[config.mk]
export PLATFORM = sky130hd
export DESIGN_NAME = alu_seq
export DESIGN_NICKNAME = d
export VERILOG_FILES = /design/src/rtl/alu_seq_pkg.sv /design/src/rtl/alu_seq_regfile.sv /design/src/rtl/alu_seq.sv
export SDC_FILE = /design/constraint.sdc
export NUM_CORES = 1
export LEC_CHECK = 0
export BUFFER_PORTS_ARGS = -buffer_cell sky130_fd_sc_hd__buf_2
export CAP_MARGIN = 20
export CORE_ASPECT_RATIO = 0.75
export CORE_MARGIN = 3
export CORE_UTILIZATION = 59
export DETAILED_ROUTE_END_ITERATION = 8
export HOLD_SLACK_MARGIN = 0.15
export MAX_ROUTING_LAYER = met4
export PLACE_DENSITY = 0.84
export SETUP_SLACK_MARGIN = 0.02
export SLEW_MARGIN = 5
export SYNTH_ARGS = -nofsm -noshare
export SYNTH_HDL_FRONTEND = slang
export SYNTH_HIERARCHICAL = 1
export SYNTH_SLANG_ARGS = --single-unit
[constraint.sdc]
create_clock -name clk -period 2.88 [get_ports clk]
set_clock_uncertainty 0.05 [all_clocks]
set_input_delay 0.576 -clock clk [delete_from_list [all_inputs] [get_ports clk]]
set_output_delay 0.576 -clock clk [all_outputs]
set_load 0.05 [all_outputs]
[src/rtl/alu_seq_pkg.sv]
// alu_seq_pkg: shared encodings, field positions and widths for the ALU instruction sequencer
package alu_seq_pkg;
  localparam int DW  = 8;
  localparam int FW  = 4;
  localparam int FSW = 2;
  localparam int IW  = 16;
  localparam int RN  = 4;
  localparam int CLS_LSB = 14;
  localparam int FS_LSB  = 12;
  localparam int RD_LSB  = 10;
  localparam int RA_LSB  = 8;
  localparam int RB_LSB  = 6;
  localparam int IMM_LSB = 0;
  typedef enum logic [1:0] {CL_RR, CL_LDI, CL_RI, CL_NOP} cls_e;
  typedef enum logic [1:0] {IDLE, EXEC, WB} state_e;
endpackage

[src/rtl/alu_seq_regfile.sv]
// alu_seq_regfile: 4x8 register file, one write port, ra/rb read ports (plus dbg with ALU_SEQ_DBG_EN)
module alu_seq_regfile import alu_seq_pkg::*; (
  input  logic          clk,
  input  logic          rst_n,
  input  logic          we,
  input  logic [1:0]    wa,
  input  logic [DW-1:0] wd,
  input  logic [1:0]    ra,
  input  logic [1:0]    rb,
  output logic [DW-1:0] rd_a,
  output logic [DW-1:0] rd_b
`ifdef ALU_SEQ_DBG_EN
  ,
  input  logic [1:0]    dbg_sel,
  output logic [DW-1:0] dbg_data
`endif
);
  logic [DW-1:0] r [RN];
  always_ff @(posedge clk or negedge rst_n)
    if (!rst_n)
      for (int i = 0; i < RN; i++) r[i] <= '0;
    else if (we)
      r[wa] <= wd;
  assign rd_a = r[ra];
  assign rd_b = r[rb];
`ifdef ALU_SEQ_DBG_EN
  assign dbg_data = r[dbg_sel];
`endif
endmodule

[src/rtl/alu_seq.sv]
// alu_seq: 3-cycle instruction sequencer driving an external 8-bit ALU; ALU_SEQ_DBG_EN adds dbg_sel/dbg_data
module alu_seq import alu_seq_pkg::*; (
  input  logic           clk,
  input  logic           rst_n,
  input  logic           instr_valid,
  output logic           instr_ready,
  input  logic [IW-1:0]  instr,
  output logic [DW-1:0]  alu_a,
  output logic [DW-1:0]  alu_b,
  output logic [FSW-1:0] alu_fs,
  input  logic [DW-1:0]  alu_y,
  input  logic [FW-1:0]  alu_flag,
  output logic           wb_valid,
  output logic [1:0]     wb_rd,
  output logic [DW-1:0]  wb_data,
  output logic [FW-1:0]  flag_q
`ifdef ALU_SEQ_DBG_EN
  ,
  input  logic [1:0]     dbg_sel,
  output logic [DW-1:0]  dbg_data
`endif
);
  state_e        state, state_nx;
  cls_e          cls, cls_q;
  logic          accept;
  logic [1:0]    rd_q;
  logic [DW-1:0] imm, imm_q, result, rf_a, rf_b;
  assign cls    = cls_e'(instr[CLS_LSB +: 2]);
  assign imm    = instr[IMM_LSB +: DW];
  assign accept = instr_valid && instr_ready;
  assign wb_data = result;
  always_ff @(posedge clk or negedge rst_n)
    if (!rst_n) state <= IDLE;
    else        state <= state_nx;
  always_comb begin
    state_nx = state == EXEC ? WB :
               state == WB   ? IDLE :
               (accept && cls != CL_NOP) ? EXEC : IDLE;
  end
  always_comb begin
    instr_ready = state == IDLE;
    wb_valid    = state == WB;
  end
  // LDI keeps the ALU ports untouched; its immediate travels via imm_q instead
  always_ff @(posedge clk or negedge rst_n)
    if (!rst_n) begin
      alu_a  <= '0;
      alu_b  <= '0;
      alu_fs <= '0;
      cls_q  <= CL_RR;
      rd_q   <= '0;
      imm_q  <= '0;
      result <= '0;
      flag_q <= '0;
      wb_rd  <= '0;
    end else begin
      if (accept && cls != CL_NOP) begin
        cls_q <= cls;
        rd_q  <= instr[RD_LSB +: 2];
        imm_q <= imm;
        if (cls != CL_LDI) begin
          alu_a  <= rf_a;
          alu_b  <= cls == CL_RI ? imm : rf_b;
          alu_fs <= instr[FS_LSB +: FSW];
        end
      end
      if (state == EXEC) begin
        result <= cls_q == CL_LDI ? imm_q : alu_y;
        wb_rd  <= rd_q;
        if (cls_q != CL_LDI) flag_q <= alu_flag;
      end
    end
  alu_seq_regfile u_rf (
    .clk      (clk),
    .rst_n    (rst_n),
    .we       (wb_valid),
    .wa       (wb_rd),
    .wd       (result),
    .ra       (instr[RA_LSB +: 2]),
    .rb       (instr[RB_LSB +: 2]),
    .rd_a     (rf_a),
    .rd_b     (rf_b)
`ifdef ALU_SEQ_DBG_EN
    ,
    .dbg_sel  (dbg_sel),
    .dbg_data (dbg_data)
`endif
  );
endmodule

==> results_dict.tcl <==
set metrics [dict create \
    finalSetupViolations 0 \
    clk_latency_ns 0.34 \
    cts_resized 0 \
    reg2regPathDepth 3 \
    async_flop_share_pct 100.0 \
    syn_inst 232 \
    yosysWarnings 6 \
    r2r_end "u_rf/r[28]" \
    htree_levels 3 \
    drtIter0Drc 147 \
    synth-main-ff-cell "dfrtp_1" \
    cp.required_ns 2.25 \
    place_congestion 0.7797 \
    crit_path_top_delay_cell "dfrtp_1" \
    synthDominantCellAreaShare_pct 55.97 \
    reg2reg_from "state[1]" \
    maxCapViolCount 0 \
    seq_area_frac_synth_pct 55.97 \
    synth_edf_count 0 \
    ctsHoldBuffers 0 \
    end_kind "output pin" \
    dp_hpwl_um 5054 \
    dr.pass1.iters 4 \
    remaining_drc_errors 0 \
    cp-start-kind "register" \
    grt_pass1_vias 2346 \
    cp.arrival_ns 1.60 \
    cp_cell_sequence "nor2b_1 -> buf_2" \
    numPortBuffers 64 \
    ys_types 25 \
    syn_to_final_growth_pct 17.76 \
    fp.dieH_um 72.58 \
    vias 2194 \
    rsz0062_at_grt "no" \
    antenna_cells 0 \
    syn_area_sq_um 3487 \
    nets 330 \
    die_width_um 94.77 \
    grt_usage_pct 25.54 \
    die_area_sq_um 6878 \
    grt_pass1_wl_um 12190 \
    ys_top_cells_by_count "dfrtp_1, mux2_2, mux2i_1, mux4_2, nor2_1" \
    io_pins 65 \
    hold_class "primary input to asynchronous set/reset pin" \
    antenna_left 0 \
    coreArea_sq_um 5525 \
    maxSlewViolCount 0 \
    via_per_inst 5.789 \
    status "finished, final reports clean" \
    synth_most_common_cell "dfrtp_1" \
    cts_buffers 9 \
    finalSetupTns_ns 0 \
    slowest_delay_ns 0.47 \
    synth_nets 263 \
    finalCritPeriodShare_pct 77.15 \
    cts.clk_slew.worst_paths_ns 0.08 \
    crit_type "register to output pin" \
    slew_headroom_pct 37.04 \
    powerDensity_nw_per_um2 1092 \
    synth_top_cell_by_area "dfrtp_1" \
    grt_overflow 0 \
    utilization_pct 74.32 \
    drive_above_1_share_pct 53.62 \
    cts.sink_count 78 \
    start_util_pct 63.11 \
    max-vdd-ir-drop_uv 643.0 \
    post_cts_buffers 0 \
    rows 23 \
    routed_wl_um 7476 \
    leakagePower_nw 1.917 \
    ys_top_cells_by_area "dfrtp_1, mux2_2, mux4_2, mux2i_1, a21oi_1" \
    grt_start_max_net_pins 79 \
    worstPathMaxFanout 5 \
    synth.ff_latch_count 78 \
    clock.fmax_ghz 0.4501 \
    root_buffer "clkbuf_8" \
    worst_pin_slew_ns 0.9444 \
    clock_path_buffers 2 \
    syn_area_per_cell_sq_um 15.03 \
    post_drt_wl_per_cell_um 19.73 \
    r2r_slack_ns 0.86 \
    antenna_found_initial 0 \
    cts_tree "done" \
    hold_viol 0 \
    period_minus_slack_ns 2.222 \
]
## worst max-delay path: cells and delay by family (launching register included)
kind / cells / cell delay, ns
buffers and inverters: 1 / 0.35
flip-flops: 1 / 0.47
AND/OR/NAND/NOR: 1 / 0.43
## where the power goes
part / switching [mW] / internal [mW]
Clock: 0.380 / 0.570
Combinational: 1.02 / 0.663
Sequential: 0.335 / 1.52
## metal layers
| metal | part of all wire [%] | GRT usage (%) | vias to the layer above | routed length, um |
|---|---|---|---|---|
| met4 | 1.5 | 9.280 | 0 | 110 |
| li1 | - | - | 982 | - |
| met1 | 42 | 31.95 | 1125 | 3113 |
| met2 | 50 | 40.55 | 76 | 3714 |
| met3 | 7.2 | 7.010 | 11 | 537 |
| met5 | 0 | - | - | 0 |
## layout by cell type (no fill, tap or decap), drive strengths merged
cell / instances
bufinv: 3
clkinv: 3
nand2: 9
dfrtp: 78
nor2: 12
o21ai: 8
mux2: 58
mux4: 16
nand3b: 2
inv: 3
nand3: 2
clkinvlp: 1
nand2b: 1
a21oi: 8
nor4b: 1
nor3b: 1
clkbuf: 9
nor2b: 3
a31oi: 2
mux2i: 16
buf: 68
## registers in the layout, summed over array words and instances, names as in the netlist
register and count:
alu_a 8, cls_q 2, imm_q 8, state 2, flag_q 4, rd_q 2, wb_rd 2, alu_fs 2
alu_b 8, u_rf/r 32, wb_data 8
## metrics by stage
stage	setup WS, ns	cell area [sq um]	cells	total power [mW]	hold slack, ns
after global routing	0.5787	4106	379	4.722	0.3693
after detailed placement	0.8924	3870	363	3.553	0.4401
final	0.6581	4106	379	4.483	0.3284
after CTS	0.6417	4106	379	4.521	0.3456
after global placement	0.9142	3870	363	3.482	0.4148
after floorplan	0.4993	3487	232	3.104	0.2304
## worst max path at each step
stage,startpoint,end,slack [ns],cells after the start
6_report,state[1],wb_valid,0.66,2
5_1_grt,state[1],wb_valid,0.58,2
4_1_cts,state[1],wb_valid,0.64,2
3_5_place_dp,state[1],u_rf/r[30],0.89,3
3_3_place_gp,state[1],u_rf/r[25],0.91,3
2_1_floorplan,state[1],u_rf/r[24],0.50,3
## logic make-up after synthesis
logic type	share of synthesized area, %
compound gates	2.655
buf+inv	2.404
flops	55.97
mux	33.66
simple gates	5.310
## final cells by class
cell class,instances,area [sq um]
tap,75,93.84
sequential,78,1952
fill,387,1419
multi-input combinational,139,1460
inverter,3,11.26
clock buffer,9,123.9
timing repair buffer,68,352.8
clock inverter,7,112.6
(Power assumes the default switching activity.)
